$ cat src/rtl/arb_req_ctrl_if.sv
// Requester-side bundle between master agents, arb_req_ctrl and the round-robin arbiter.
// The master modport is the controller; slave is the agent/arbiter environment.
interface arb_req_ctrl_if #(
    parameter int N = 4
);
    logic [N-1:0] push;
    logic [N-1:0] req;
    logic [N-1:0] grant;
    logic [N-1:0] beat;
    logic [N-1:0] done;
    logic [N-1:0] full;
    logic [N-1:0] overflow;
    logic         proto_err;
    logic         clr_err;

    modport master (
        input  push,
        input  grant,
        input  clr_err,
        output req,
        output beat,
        output done,
        output full,
        output overflow,
        output proto_err
    );

    modport slave (
        output push,
        output grant,
        output clr_err,
        input  req,
        input  beat,
        input  done,
        input  full,
        input  overflow,
        input  proto_err
    );
endinterface

$ cat src/rtl/arb_req_ctrl.sv
// Request-side controller for the N-way round-robin arbiter: queues jobs per channel,
// turns grants into beats, pulses done on job completion and polices the grant stream.
//
// Per-channel state is implied by the pending count rather than a state register:
//   state       | meaning
//   IDLE        | pend == 0, req low
//   REQ/ACTIVE  | pend != 0, req high, left counts beats still owed by the head job
module arb_req_ctrl #(
    parameter int N         = 4,
    parameter int DEPTH     = 7,
    parameter int BURST_LEN = 2
) (
    input  logic          clk,
    input  logic          rst,
    arb_req_ctrl_if.master bus
);
    localparam int PW = $clog2(DEPTH + 1);
    localparam int LW = $clog2(BURST_LEN + 1);
    localparam logic [PW-1:0] DEPTH_P = PW'(DEPTH);
    localparam logic [LW-1:0] BURST_P = LW'(BURST_LEN);
    localparam logic [LW-1:0] ONE_L   = LW'(1);

    logic [N-1:0][PW-1:0] pend_q, pend_d;
    logic [N-1:0][LW-1:0] left_q, left_d;
    logic [N-1:0]         req_q, req_d;
    logic [N-1:0]         done_q, full_q, full_d;
    logic [N-1:0]         ovf_q, ovf_d;
    logic                 perr_q, perr_d;

    logic [N-1:0]         vbeat, cmpl, acc, drop;
    logic                 multi, stray;

    always_comb begin
        vbeat  = bus.grant & req_q;
        multi  = |(bus.grant & (bus.grant - N'(1)));
        stray  = |(bus.grant & ~req_q);
        cmpl   = '0;
        acc    = '0;
        drop   = '0;
        pend_d = pend_q;
        left_d = left_q;
        req_d  = '0;
        full_d = '0;
        for (int i = 0; i < N; i++) begin
            cmpl[i] = vbeat[i] & (left_q[i] == ONE_L);
            // A completing job frees its slot on this same edge, so a push is taken even when full.
            acc[i]  = bus.push[i] & ((pend_q[i] != DEPTH_P) | cmpl[i]);
            drop[i] = bus.push[i] & ~acc[i];
            pend_d[i] = pend_q[i] + PW'(acc[i]) - PW'(cmpl[i]);
            if (cmpl[i]) begin
                left_d[i] = BURST_P;
            end else if (vbeat[i]) begin
                left_d[i] = left_q[i] - ONE_L;
            end
            req_d[i]  = (pend_d[i] != '0);
            full_d[i] = (pend_d[i] == DEPTH_P);
        end
        // New events win over a simultaneous clear.
        ovf_d  = (ovf_q & ~{N{bus.clr_err}}) | drop;
        perr_d = (perr_q & ~bus.clr_err) | multi | stray;
    end

    always_ff @(posedge clk or posedge rst) begin
        if (rst) begin
            pend_q <= '0;
            left_q <= {N{BURST_P}};
            req_q  <= '0;
            done_q <= '0;
            full_q <= '0;
            ovf_q  <= '0;
            perr_q <= 1'b0;
        end else begin
            pend_q <= pend_d;
            left_q <= left_d;
            req_q  <= req_d;
            done_q <= cmpl;
            full_q <= full_d;
            ovf_q  <= ovf_d;
            perr_q <= perr_d;
        end
    end

    assign bus.req       = req_q;
    assign bus.beat      = bus.grant & req_q;
    assign bus.done      = done_q;
    assign bus.full      = full_q;
    assign bus.overflow  = ovf_q;
    assign bus.proto_err = perr_q;

endmodule

$ cat src/flat_wrapper.sv
// flat-port wrapper written by rule: the top's interface ports become plain ports
module arb_req_ctrl_flat 
#(
    parameter int N         = 4,
    parameter int DEPTH     = 7,
    parameter int BURST_LEN = 2
)
  (clk, rst, bus_push, bus_grant, bus_clr_err, bus_req, bus_beat, bus_done, bus_full, bus_overflow, bus_proto_err);
  arb_req_ctrl_if #(.N(N)) bus_i ();
  input  logic clk;
  input  logic rst;
  input wire logic [$bits(bus_i.push)-1:0] bus_push;
  input wire logic [$bits(bus_i.grant)-1:0] bus_grant;
  input wire logic [$bits(bus_i.clr_err)-1:0] bus_clr_err;
  output wire logic [$bits(bus_i.req)-1:0] bus_req;
  output wire logic [$bits(bus_i.beat)-1:0] bus_beat;
  output wire logic [$bits(bus_i.done)-1:0] bus_done;
  output wire logic [$bits(bus_i.full)-1:0] bus_full;
  output wire logic [$bits(bus_i.overflow)-1:0] bus_overflow;
  output wire logic [$bits(bus_i.proto_err)-1:0] bus_proto_err;
  assign bus_i.push = bus_push;
  assign bus_i.grant = bus_grant;
  assign bus_i.clr_err = bus_clr_err;
  assign bus_req = bus_i.req;
  assign bus_beat = bus_i.beat;
  assign bus_done = bus_i.done;
  assign bus_full = bus_i.full;
  assign bus_overflow = bus_i.overflow;
  assign bus_proto_err = bus_i.proto_err;
  arb_req_ctrl #(.N(N), .DEPTH(DEPTH), .BURST_LEN(BURST_LEN)) u_core (.clk(clk), .rst(rst), .bus(bus_i));
endmodule
$ cat config.mk
export PLATFORM = sky130hd
export DESIGN_NAME = arb_req_ctrl_flat
export DESIGN_NICKNAME = d
export VERILOG_FILES = /design/src/rtl/arb_req_ctrl_if.sv /design/src/rtl/arb_req_ctrl.sv /design/src/flat_wrapper.sv
export SDC_FILE = /design/constraint.sdc
export NUM_CORES = 1
export LEC_CHECK = 0
export ABC_AREA = 1
export CAP_MARGIN = 20
export CORE_AREA = 3 3 67 69
export CTS_CLUSTER_SIZE = 14
export DETAILED_ROUTE_END_ITERATION = 10
export DIE_AREA = 0 0 70 72
export GPL_TIMING_DRIVEN = 0
export PLACE_DENSITY = 0.74
export SKIP_CTS_REPAIR_TIMING = 1
export SLEW_MARGIN = 5
export SYNTH_ARGS = -nofsm -noshare
export SYNTH_HDL_FRONTEND = slang
export SYNTH_SLANG_ARGS = --single-unit
$ cat constraint.sdc
create_clock -name clk -period 2.06 [get_ports clk]
set_clock_uncertainty 0.1 [all_clocks]
set_input_delay 0.412 -clock clk [delete_from_list [all_inputs] [get_ports clk]]
set_output_delay 0.412 -clock clk [all_outputs]
set_load 0.01 [all_outputs]
Word-level counts from Yosys, hierarchy flattened
Cells that the tools add are included.
- flip-flop bits (word level): 37
- input bits: 11
- output and inout port bits: 21
- add/sub/neg operators: 13
- eq/ne operators: 12
- muxes and demuxes: 8
- bitwise logic cells: 31
- reduce and logical (&&, ||, !) cells: 10
- operator list (operator ; count):
    bitwise AND 4 bit ; 4
    two-way mux 2 bit ; 8
    bitwise AND 1 bit ; 13
    adder 3 x 1 -> 3 bit ; 4
    == test 3 bit (second input constant) ; 4
    != test 3 bit (second input constant) ; 4
    nonzero test 3 bit ; 4
    subtractor 3 x 1 -> 3 bit ; 4
    == test 2 x 1 -> 1 bit (second input constant) ; 4
    NOT 4 bit ; 2
    nonzero test 2 bit ; 4
    OR reduction 4 bit ; 2
    subtractor 2 x 1 -> 2 bit (second input constant) ; 4
    bitwise OR 1 bit ; 6
    NOT 1 bit ; 5
    bitwise OR 4 bit ; 1
    subtractor 4 x 1 -> 4 bit (second input constant) ; 1

Longest topological paths before layout
Gate-level depths: netlist of the first run.
- depth in word-level cells: 7
- depth in mapped cells: 15
- gate-level depth less buffers: 15

Worst setup path before layout of the first run
No wires, ideal clock.
- path type: register to register
- start: register u_core.left_q[1] in the netlist's numbering
- end: register u_core.req_q[0], in the netlist u_core.bus.req[0]
- library setup time: 0.120 ns
- arrival time: 2.062 ns
- data required time: 1.840 ns
- slack: -0.222 ns
- cell stages (with the launch flop): 16
- buffers on the path: 0
- path through: dfstp_2 inv_1 ha_1 nand2_4 inv_1 ha_1 inv_1 ha_1 inv_1 fa_1 inv_1 nand2_1 nand2_1 nand2_1 nand2_1 nand2_1
- longest elaborated chain between the ends: 7
- ends and longest elaborated chain (element ; line ; text):
    start: declaration ; arb_req_ctrl.sv:24 ; logic [N-1:0][LW-1:0] left_q, left_d;
    start signal: assignment ; arb_req_ctrl.sv:66 ; left_q <= {N{BURST_P}};
    start signal: assignment ; arb_req_ctrl.sv:74 ; left_q <= left_d;
    == test 2 x 1 -> 1 bit * ; arb_req_ctrl.sv:45 ; cmpl[i] = vbeat[i] & (left_q[i] == ONE_L);
    bitwise AND 1 bit * ; arb_req_ctrl.sv:45 ;
    named net u_core.cmpl[0] ; arb_req_ctrl.sv:30 ; logic [N-1:0] vbeat, cmpl, acc, drop;
    bitwise OR 1 bit ; arb_req_ctrl.sv:47 ; acc[i] = bus.push[i] & ((pend_q[i] != DEPTH_P) | cmpl[i]);
    bitwise AND 1 bit ; arb_req_ctrl.sv:47 ;
    adder 3 x 1 -> 3 bit ; arb_req_ctrl.sv:49 ; pend_d[i] = pend_q[i] + PW'(acc[i]) - PW'(cmpl[i]);
    subtractor 3 x 1 -> 3 bit * ; arb_req_ctrl.sv:49 ;
    nonzero test 3 bit * ; arb_req_ctrl.sv:55 ; req_d[i] = (pend_d[i] != '0);
    named net u_core.req_d[0] ; arb_req_ctrl.sv:25 ; logic [N-1:0] req_q, req_d;
    end signal: assignment ; arb_req_ctrl.sv:75 ; req_q <= req_d;
    end: declaration ; arb_req_ctrl.sv:25 ;
Mark *: on every way through the listed nets, which the timed path passes. The rest lies on a longest branch.
A chain may end at the register's enable or synchronous reset.

==> run_results.csv, run 1 <==
group,metric,value,unit
run_status,status,"finished, violations left",
run_status,violations,"negative setup slack",
timing,fmax,462,MHz
floorplan,design.core.area,3970,um^2
clock_network,path_clk_slew,0.07,ns
synthesis,synth.distinct_cells,20,
power_and_ir_drop,p_leak,1.28,nW
worst_setup_path,crit_path_end_kind,"flip-flop",
drt,postRouteAntennaNets,0,
timing,relSlewSlack,49.9,%
worst_setup_path,crit_arrival,2.28,ns
finish,fill_cells,346,
timing,slew_viol_final,0,
place,place_area,2350,um^2
finish,fin_cells,296,
floorplan,rows,23,
hold_path,hold_class,"in2reg",
place,post-place-cells,278,
clock_network,clock_latency,0.29,ns
finish,final_util,65.6,%
place,io_buffer_count,31,
global_route,grt_overflow,0,
worst_setup_path,critPathLaunchType,"flip-flop",
clock_network,cts_root_buf,"clkbuf_8",
timing,hold_viol_final,0,
synthesis,synth_cells,197,
floorplan,start_util,45.6,%
finish,nets,272,
drt,num_vias,1341,
drt,drt_wl_total,3.49,mm
clock_network,cts_buffers,5,
synthesis,syn-num-nets,224,
finish,diodes,0,
place,place.gp.congestion,0.738,
floorplan,die_w,70,um
timing,finalSetupViolations,11,
synthesis,yosys_warnings,0,
synthesis,syn-cell-area,1810,um^2
drt,firstDrtPassIters,4,
power_and_ir_drop,power_per_cell_area,1590,nW/um^2
clock_network,cts-htree-levels,2,
drt,drt_iter0_drc,41,
finish,drive_gt1_share,35.8,%
power_and_ir_drop,peakVddDrop,1.01,mV
clock_network,clockBufferDepth,2,
clock_network,clkSinkCount,37,
timing,rsz0062_at_grt,"yes",
clock_network,cts_tree,"yes",
power_and_ir_drop,fin_total_pwr,4.14,mW
worst_setup_path,cp.required,2.18,ns
drt,avgRoutedWirePerCell,11.8,um
drt,vias_per_cell,4.53,
finish,area_delta_synth_final,43.8,%
global_route,grt_pass1_vias,1355,
timing,period_share,105,%
run,maxCapViolations,0,
synthesis,ys_ff_latch,37,
timing,timing.final.ws_setup,-0.106,ns
global_route,grt_use_total,15.2,%
timing,fin_crit,2.17,ns
global_route,grt_max_degree,38,
worst_setup_path,crit_type,"reg2reg",
global_route,antenna_found_initial,0,
finish,final_cell_area,2610,um^2
place,dp_hpwl,2.56,mm
timing,tightest_slew,0.750,ns
global_route,grt_first_pass_wirelength,5.93,mm
floorplan,die_area,5040,um^2
drt,post-route-drc-count,0,
synthesis,syn_area_per_cell,9.20,um^2
synthesis,ys_seq_area_share,51.4,%
floorplan,io_pins,32,
worst_setup_path,path_max_fanout,3,
floorplan,die_y,72,um
-- registers in the layout (all words and copies together) (netlist names) --
signal	count
u_core.left_q	8
u_core.bus.done	4
u_core.bus.full	4
u_core.bus.overflow	4
u_core.bus.req	4
u_core.bus.proto_err	1
u_core.pend_q	12
-- layer usage --
layer | vias to the layer above | GRT usage (%) | routed length (um)
li1 | 694 | - | -
met1 | 612 | 16.7 | 1440
met2 | 29 | 25.6 | 1730
met3 | 6 | 6.09 | 250
met4 | 0 | 7.66 | 69
met5 | - | 0 | 0
-- cell type report --
type	instances	area, um^2	share of cell area (%)
Multi-Input combinational cell	118	941	36.1
Sequential cell	37	931	35.7
Timing Repair Buffer	41	399	15.3
Inverter	42	170	6.53
Clock buffer	7	96.3	3.70
Tap cell	50	62.6	2.40
Clock inverter	1	5.00	0.192
-- cells in the final DEF (no fill, tap or decap) --
cell type | Yosys | routed
nand2_1 | 44 | 35
dfrtp_1 | 33 | 33
clkdlybuf4s50_1 | 0 | 27
inv_2 | 6 | 19
inv_1 | 35 | 18
nor2_1 | 20 | 17
nand2_2 | 6 | 12
ha_4 | 0 | 12
buf_4 | 0 | 9
nand3_1 | 8 | 8
o21ai_0 | 8 | 8
clkbuf_8 | 0 | 7
inv_4 | 1 | 5
nand2_4 | 1 | 4
fa_2 | 0 | 4
dlymetal6s2s_1 | 0 | 4
dfstp_2 | 4 | 4
a21oi_2 | 3 | 3
nor2_2 | 0 | 3
a21oi_1 | 3 | 3
a21boi_2 | 2 | 2
nand3b_1 | 2 | 2
a21boi_1 | 2 | 2
nand3_4 | 0 | 2
a21boi_0 | 1 | 1
clkinv_2 | 0 | 1
buf_6 | 0 | 1
-- power by group --
| part | switching (mW) | total (mW) | internal, mW |
|---|---|---|---|
| Combinational | 1.20 | 2.33 | 1.13 |
| Sequential | 0.193 | 1.26 | 1.07 |
| Clock | 0.252 | 0.555 | 0.302 |
-- stage by stage --
step / setup WS (ns) / TNS, ns / hold WS, ns
after global placement: -0.533 / -10.33 / 0.368
final: -0.106 / -0.872 / 0.351
after floorplan: -0.0427 / -0.146 / 0.389
after global routing: -0.202 / -1.86 / 0.351
after CTS: -0.255 / -2.45 / 0.388
after detailed placement: -0.565 / -7.24 / 0.364
-- cell usage after synthesis --
| cell type | number | area [um^2] |
|---|---|---|
| a21boi_0 | 1 | 7.51 |
| a21boi_1 | 2 | 15.0 |
| a21boi_2 | 2 | 22.5 |
| a21oi_1 | 3 | 15.0 |
| a21oi_2 | 3 | 26.3 |
| dfrtp_1 | 33 | 826 |
| dfstp_2 | 4 | 105 |
| fa_1 | 4 | 80.1 |
| ha_1 | 12 | 150 |
| inv_1 | 35 | 131 |
| inv_2 | 6 | 22.5 |
| inv_4 | 1 | 6.26 |
| nand2_1 | 44 | 165 |
| nand2_2 | 6 | 37.5 |
| nand2_4 | 1 | 11.3 |
| nand3_1 | 8 | 40.0 |
| nand3_2 | 2 | 20.0 |
| nand3b_1 | 2 | 15.0 |
| nor2_1 | 20 | 75.1 |
| o21ai_0 | 8 | 40.0 |
-- cell families (layout without fill, tap and decap cells) --
family          after synthesis  count (layout)  synth area share [%]
flops                        37              37                  51.4
buf+inv                      42              91                  8.84
simple gates                 83              83                  20.1
fa+ha+maj                    16              16                  12.7
compound gates               19              19                  6.98
-- critical path, cell delays in order (launching register included) --
cell     delay, ns
dfstp_2       0.53
inv_2         0.05
ha_4          0.16
nand2_4       0.07
inv_4         0.04
ha_4          0.24
inv_2         0.03
ha_4          0.14
fa_2          0.57
nand2_2       0.06
a21oi_2       0.10
-- path summary, 6_finish.rpt --
check	from	end	slack, ns	depth (start not counted)
worst min register to register	u_core.bus.overflow[1]$_DFF_PP0_	u_core.bus.overflow[1]$_DFF_PP0_	0.38	2
min in group asynchronous	rst	u_core.pend_q[1]$_DFF_PP0_	0.47	2
worst max register to register	u_core.left_q[5]$_DFFE_PP1P_	u_core.bus.full[2]$_DFF_PP0_	-0.11	10
worst max-delay path	u_core.left_q[5]$_DFFE_PP1P_	u_core.bus.full[2]$_DFF_PP0_	-0.11	10
worst min-delay path	bus_grant[2]	u_core.bus.proto_err$_DFF_PP0_	0.35	3
max in group asynchronous	rst	u_core.left_q[6]$_DFFE_PP0P_	0.91	2
No activity file was read; power rests on OpenSTA's default activity.
==> run 2, diff against run 1 <==
--- a/config.mk
+++ b/config.mk
@@ -7,12 +7,12 @@
 export LEC_CHECK = 0
 export ABC_AREA = 1
 export CAP_MARGIN = 20
-export CORE_AREA = 3 3 67 69
+export CORE_AREA = 3 3 64 66
 export CTS_CLUSTER_SIZE = 14
 export DETAILED_ROUTE_END_ITERATION = 10
-export DIE_AREA = 0 0 70 72
+export DIE_AREA = 0 0 67 69
 export GPL_TIMING_DRIVEN = 0
-export PLACE_DENSITY = 0.74
+export PLACE_DENSITY = 0.78
 export SKIP_CTS_REPAIR_TIMING = 1
 export SLEW_MARGIN = 5
 export SYNTH_ARGS = -nofsm -noshare
==> constraint.sdc (replaced) <==
create_clock -name clk -period 2.1 [get_ports clk]
set_clock_uncertainty 0.1 [all_clocks]
set_input_delay 0.42 -clock clk [delete_from_list [all_inputs] [get_ports clk]]
set_output_delay 0.42 -clock clk [all_outputs]
set_load 0.01 [all_outputs]
==> run 2 against run 1 <==
The flow still finishes with violations (negative setup slack). Critical path depth is 5 higher. Total power is 4.9% lower. Flip-flop and latch count stayed put. Non-clock buffer count is 3 lower. Register-to-register slack better by 0.05 ns. Hold slack worse by 0.018 ns. Fmax is 0.41% higher. Clock power is 14% lower. Critical path type unchanged.
==> run_results.csv, run 2 (same netlist as run 1, synthesis figures left out) <==
group,metric,value,unit
run_status,status,"finished, violations left",
run_status,violations,"negative setup slack",
worst_setup_path,cp.required,2.18,ns
finish,multi_input_area,943,um^2
hold_path,hp-start,"bus_grant[3]",
worst_setup_path,critPathLaunchType,"flip-flop",
floorplan,design.core.area,3630,um^2
finish,diodes,0,
place,pre_cts_ws,-0.535,ns
clock_network,cts_buffers,5,
drt,num_vias,1348,
drt,postRouteAntennaNets,0,
worst_setup_path,crit_start,"u_core.left_q[1]$_DFFE_PP1P_",
power_and_ir_drop,peakVddDrop,0.939,mV
clock_network,clkSinkCount,37,
clock_network,path_clk_slew,0.07,ns
power_and_ir_drop,power_per_cell_area,1540,nW/um^2
drt,drt_iter0_drc,52,
floorplan,io_pins,32,
hold_path,hold_class,"in2reg",
timing,hold_viol_final,0,
finish,area_delta_synth_final,41.5,%
clock_network,clockBufferDepth,2,
timing,relSlewSlack,48.6,%
finish,nets,269,
place,dp_hpwl,2.38,mm
finish,largest_register_ffs,12,
place,place_area,2340,um^2
timing,period_share,103,%
run,maxCapViolations,0,
drt,drt_wl_total,3.23,mm
timing,timing.final.ws_setup,-0.0570,ns
finish,layout_commonest_cell,"nand2_1",
timing,rsz0062_at_grt,"yes",
global_route,grt_use_total,14.9,%
power_and_ir_drop,p_leak,1.25,nW
worst_setup_path,crit_type,"reg2reg",
timing,tightest_slew,0.769,ns
worst_setup_path,crit_path_end_kind,"flip-flop",
place,place.gp.congestion,0.757,
clock_network,cts-htree-levels,2,
worst_setup_path,path_max_fanout,3,
finish,regMostFlops,"u_core.pend_q",
finish,seq_area,931,um^2
timing,finalSetupViolations,10,
drt,avgRoutedWirePerCell,11.1,um
finish,final_cell_mix,"nand2_1 (34), dfrtp_1 (33), clkdlybuf4s50_1 (27), inv_2 (19)",
clock_network,cts_root_buf,"clkbuf_8",
drt,firstDrtPassIters,4,
floorplan,die_w,67,um
timing,fin_crit,2.16,ns
global_route,grt_overflow,0,
global_route,grt_max_degree,38,
floorplan,start_util,49.9,%
place,io_buffer_count,31,
finish,drive_gt1_share,34.6,%
finish,fill_cells,293,
worst_setup_path,r2r-start,"u_core.left_q[1]$_DFFE_PP1P_",
timing,hold_slack,0.333,ns
global_route,grt_pass1_vias,1307,
finish,final_cell_area,2560,um^2
global_route,grt_first_pass_wirelength,5.33,mm
worst_setup_path,crit_arrival,2.24,ns
floorplan,rows,22,
clock_network,cts_tree,"yes",
drt,post-route-drc-count,0,
global_route,antenna_found_initial,0,
drt,vias_per_cell,4.63,
finish,reg_top3,"u_core.pend_q (12), u_core.left_q (8)",
clock_network,clock_latency,0.28,ns
floorplan,die_y,69,um
timing,slew_viol_final,0,
floorplan,die_area,4620,um^2
timing,fmax,464,MHz
==> run 2: cell count changes in the layout (fill, tap and decap cells not counted), sizes merged <==
cell	before	now
clkinv	1	0
buf	10	7
clkbuf	7	8
==> run 2: area by class of cell <==
cell class	count	area share, %
clock buffer	8	3.12
inverter	42	6.74
multi-input combinational	118	36.8
sequential	37	36.3
tap	48	2.34
timing repair buffer	38	14.7
==> run 2: layer usage <==
metal,vias up,global-route usage (%),part of all wire (%)
met5,-,0,0
met4,0,6.76,1.6
met3,5,4.72,6.4
met2,29,23.0,47
met1,623,18.9,45
li1,691,-,-
==> run 2: power by group <==
part / internal (mW) / total [mW] / switching, mW
Sequential: 1.05 / 1.24 / 0.188
Combinational: 1.07 / 2.23 / 1.16
Clock: 0.236 / 0.475 / 0.239
Total: 2.35 / 3.94 / 1.58
==> run 2: path summary, 6_finish.rpt <==
check                           cells past startpoint                          endpoint  slack [ns]
worst max register to register                     15       u_core.bus.req[0]$_DFF_PP0_       -0.06
worst min-delay path                                3    u_core.bus.proto_err$_DFF_PP0_        0.33
worst min register to register                      2  u_core.bus.overflow[1]$_DFF_PP0_        0.38
min in group asynchronous                           2        u_core.pend_q[0]$_DFF_PP0_        0.49
max in group asynchronous                           2      u_core.bus.full[3]$_DFF_PP0_        0.92
worst max-delay path                               15       u_core.bus.req[0]$_DFF_PP0_       -0.06
==> run 2: worst max-delay path: stages, from the launching register on <==
cell and delay, ns:
dfstp_2 0.53, inv_2 0.04, ha_4 0.16, nand2_4 0.08
inv_4 0.04, ha_4 0.20, inv_2 0.06, ha_4 0.11
inv_2 0.03, fa_2 0.34, inv_2 0.06, nand2_2 0.05
nand2_1 0.05, nand2_1 0.06, nand2_2 0.09, nand2_1 0.05
==> run 2: per-stage QoR <==
stage	utilization (%)	setup TNS, ns	power (mW)	cells
6_report	70.6	-0.329	3.94	291
5_1_grt	70.6	-1.27	4.33	291
4_1_cts	66.6	-2.04	3.64	284
3_5_place_dp	64.4	-6.69	3.16	276
3_3_place_gp	64.4	-8.55	3.07	276
2_1_floorplan	-	-0.00275	2.63	197
==> run 3, diff against run 2 <==
--- a/config.mk
+++ b/config.mk
@@ -7,12 +7,14 @@
 export LEC_CHECK = 0
 export ABC_AREA = 1
 export CAP_MARGIN = 20
-export CORE_AREA = 3 3 64 66
+export CELL_PAD_IN_SITES_DETAIL_PLACEMENT = 1
+export CELL_PAD_IN_SITES_GLOBAL_PLACEMENT = 2
+export CORE_AREA = 3 3 80 82
 export CTS_CLUSTER_SIZE = 14
 export DETAILED_ROUTE_END_ITERATION = 10
-export DIE_AREA = 0 0 67 69
+export DIE_AREA = 0 0 83 85
 export GPL_TIMING_DRIVEN = 0
-export PLACE_DENSITY = 0.78
+export PLACE_DENSITY = 0.79
 export SKIP_CTS_REPAIR_TIMING = 1
 export SLEW_MARGIN = 5
 export SYNTH_ARGS = -nofsm -noshare
==> run 3 against run 2 <==
The run still ends with negative setup slack left. Hold slack improved by 0.020 ns. Wire length increased by 22%. First-iteration DRC count decreased by 42%. Combinational power increased by 2%. Global-route usage decreased by 3.1 points. Setup slack got worse by 0.035 ns. Critical path type unchanged.
==> run_results.csv, run 3 (same netlist as run 1, synthesis figures left out) <==
group,metric,value,unit
finish,area_delta_synth_final,44.2,%
worst_setup_path,r2r-start,"u_core.left_q[1]$_DFFE_PP1P_",
finish,layout_commonest_cell,"nand2_1",
worst_setup_path,crit_type,"reg2reg",
finish,drive_gt1_share,34.6,%
worst_setup_path,cp.buffers_inverters,5,
place,io_buffer_count,31,
finish,fin_cells,321,
drt,num_vias,1384,
drt,drt_iter0_drc,30,
floorplan,die_w,83,um
power_and_ir_drop,peakVddDrop,0.551,mV
run,maxCapViolations,0,
timing,relSlewSlack,47.9,%
drt,vias_per_cell,4.31,
drt,drt_wl_total,3.93,mm
worst_setup_path,crit_path_frequent_cell,"inv_2",
worst_setup_path,ff2ff_setup_slack,-0.09,ns
global_route,grt_overflow,0,
floorplan,die_area,7060,um^2
global_route,grt_max_degree,38,
clock_network,path_clk_slew,0.07,ns
hold_path,whs_endpoint,"u_core.bus.proto_err$_DFF_PP0_",
global_route,grt_use_total,11.9,%
power_and_ir_drop,p_leak,1.27,nW
drt,postRouteAntennaNets,0,
clock_network,cts-htree-levels,2,
finish,nets,272,
run_status,status,"finished, violations left",
drt,avgRoutedWirePerCell,12.2,um
timing,timing.final.ws_setup,-0.0917,ns
worst_setup_path,reg2reg_depth,12,
timing,fin_crit,2.19,ns
worst_setup_path,path_max_fanout,3,
floorplan,design.core.area,5820,um^2
run_status,violations,"negative setup slack",
timing,period_share,104,%
place,post-place-cells,303,
floorplan,io_pins,32,
hold_path,hold_class,"in2reg",
power_and_ir_drop,fin_total_pwr,4.02,mW
worst_setup_path,slowest_delay,0.53,ns
drt,post-route-drc-count,0,
worst_setup_path,cp.required,2.18,ns
timing,rsz0062_at_grt,"yes",
clock_network,clkSinkCount,37,
worst_setup_path,crit_path_top_delay_cell,"dfstp_2",
finish,final_cell_area,2610,um^2
floorplan,rows,28,
global_route,grt_first_pass_wirelength,6.58,mm
clock_network,cts_root_buf,"clkbuf_8",
worst_setup_path,cp_top_family,"adder cells",
clock_network,clockBufferDepth,2,
drt,firstDrtPassIters,2,
floorplan,start_util,31.2,%
place,dp_hpwl,2.98,mm
finish,reg_top3,"u_core.pend_q (12), u_core.left_q (8)",
finish,fill_cells,693,
place,place_area,2370,um^2
floorplan,die_y,85,um
hold_path,holdPathStages,3,
finish,regMostFlops,"u_core.pend_q",
finish,largest_register_ffs,12,
timing,finalSetupViolations,10,
worst_setup_path,crit_arrival,2.27,ns
global_route,antenna_found_initial,0,
global_route,grt_pass1_vias,1445,
worst_setup_path,worstReg2RegEnd,"u_core.bus.req[0]$_DFF_PP0_",
worst_setup_path,critPathLaunchType,"flip-flop",
finish,diodes,0,
timing,tightest_slew,0.781,ns
worst_setup_path,crit_path_end_kind,"flip-flop",
timing,hold_viol_final,0,
place,place.gp.congestion,0.696,
clock_network,clock_latency,0.28,ns
clock_network,cts_buffers,5,
worst_setup_path,path_cells,"inv_2 -> ha_4 -> nand2_4 -> inv_4 -> ha_4 -> inv_2 -> ha_4 -> inv_2 -> fa_2 -> inv_2 -> nor2_1 -> nand2_1",
place,pre_cts_ws,-0.600,ns
worst_setup_path,crit_start,"u_core.left_q[1]$_DFFE_PP1P_",
power_and_ir_drop,power_per_cell_area,1540,nW/um^2
timing,fmax,456,MHz
clock_network,cts_tree,"yes",
timing,slew_viol_final,0,
hold_path,hp-start,"bus_grant[3]",
finish,final_cell_mix,"nand2_1 (34), dfrtp_1 (33), clkdlybuf4s50_1 (27), nor2_1 (20), inv_2 (20)",
-- run 3: power breakdown --
group | total [mW] | internal, mW | leakage [nW] | switching [mW]
Clock | 0.487 | 0.236 | 0.0395 | 0.251
Sequential | 1.25 | 1.05 | 0.438 | 0.199
Combinational | 2.28 | 1.10 | 0.792 | 1.18
-- run 3: final cells by class --
type | instances | area (um^2) | area share (%)
Clock buffer | 8 | 80.1 | 3.07
Inverter | 42 | 173 | 6.61
Multi-Input combinational cell | 118 | 936 | 35.8
Sequential cell | 37 | 931 | 35.6
Tap cell | 75 | 93.8 | 3.59
Timing Repair Buffer | 41 | 399 | 15.3
-- run 3: tightest hold or removal path: cells and delay by family --
kind	cells	cell delay, ns
AND/OR/NAND/NOR	2	0.15
buffers and inverters	1	0.13
-- run 3: how the worst max path moves through the flow --
stage	end	slack (ns)	depth (start not counted)
global placement	u_core.bus.req[0]$_DFF_PP0_	-0.57	16
detailed placement	u_core.bus.req[0]$_DFF_PP0_	-0.60	16
floorplan	u_core.bus.req[0]$_DFF_PP0_	-0.003	12
CTS	u_core.bus.req[0]$_DFF_PP0_	-0.30	16
finish	u_core.bus.req[0]$_DFF_PP0_	-0.09	12
global route	u_core.bus.req[0]$_DFF_PP0_	-0.17	15
-- run 3: metal layers --
layer / share of wire (%) / global-route usage (%) / up-vias
met5: 0 / 0 / -
met2: 50 / 20.7 / 24
li1: - / - / 691
met3: 3.1 / 3.50 / 5
met1: 45 / 13.7 / 664
met4: 1.7 / 4.90 / 0
-- run 3: through the flow --
| step | hold slack, ns | util, % | TNS, ns |
|---|---|---|---|
| 3_3_place_gp | 0.367 | 40.8 | -12.77 |
| 2_1_floorplan | 0.389 | - | -0.00275 |
| 4_1_cts | 0.393 | 42.2 | -2.80 |
| 3_5_place_dp | 0.373 | 40.8 | -7.63 |
| 5_1_grt | 0.366 | 44.9 | -1.46 |
| 6_report | 0.353 | 44.9 | -0.523 |
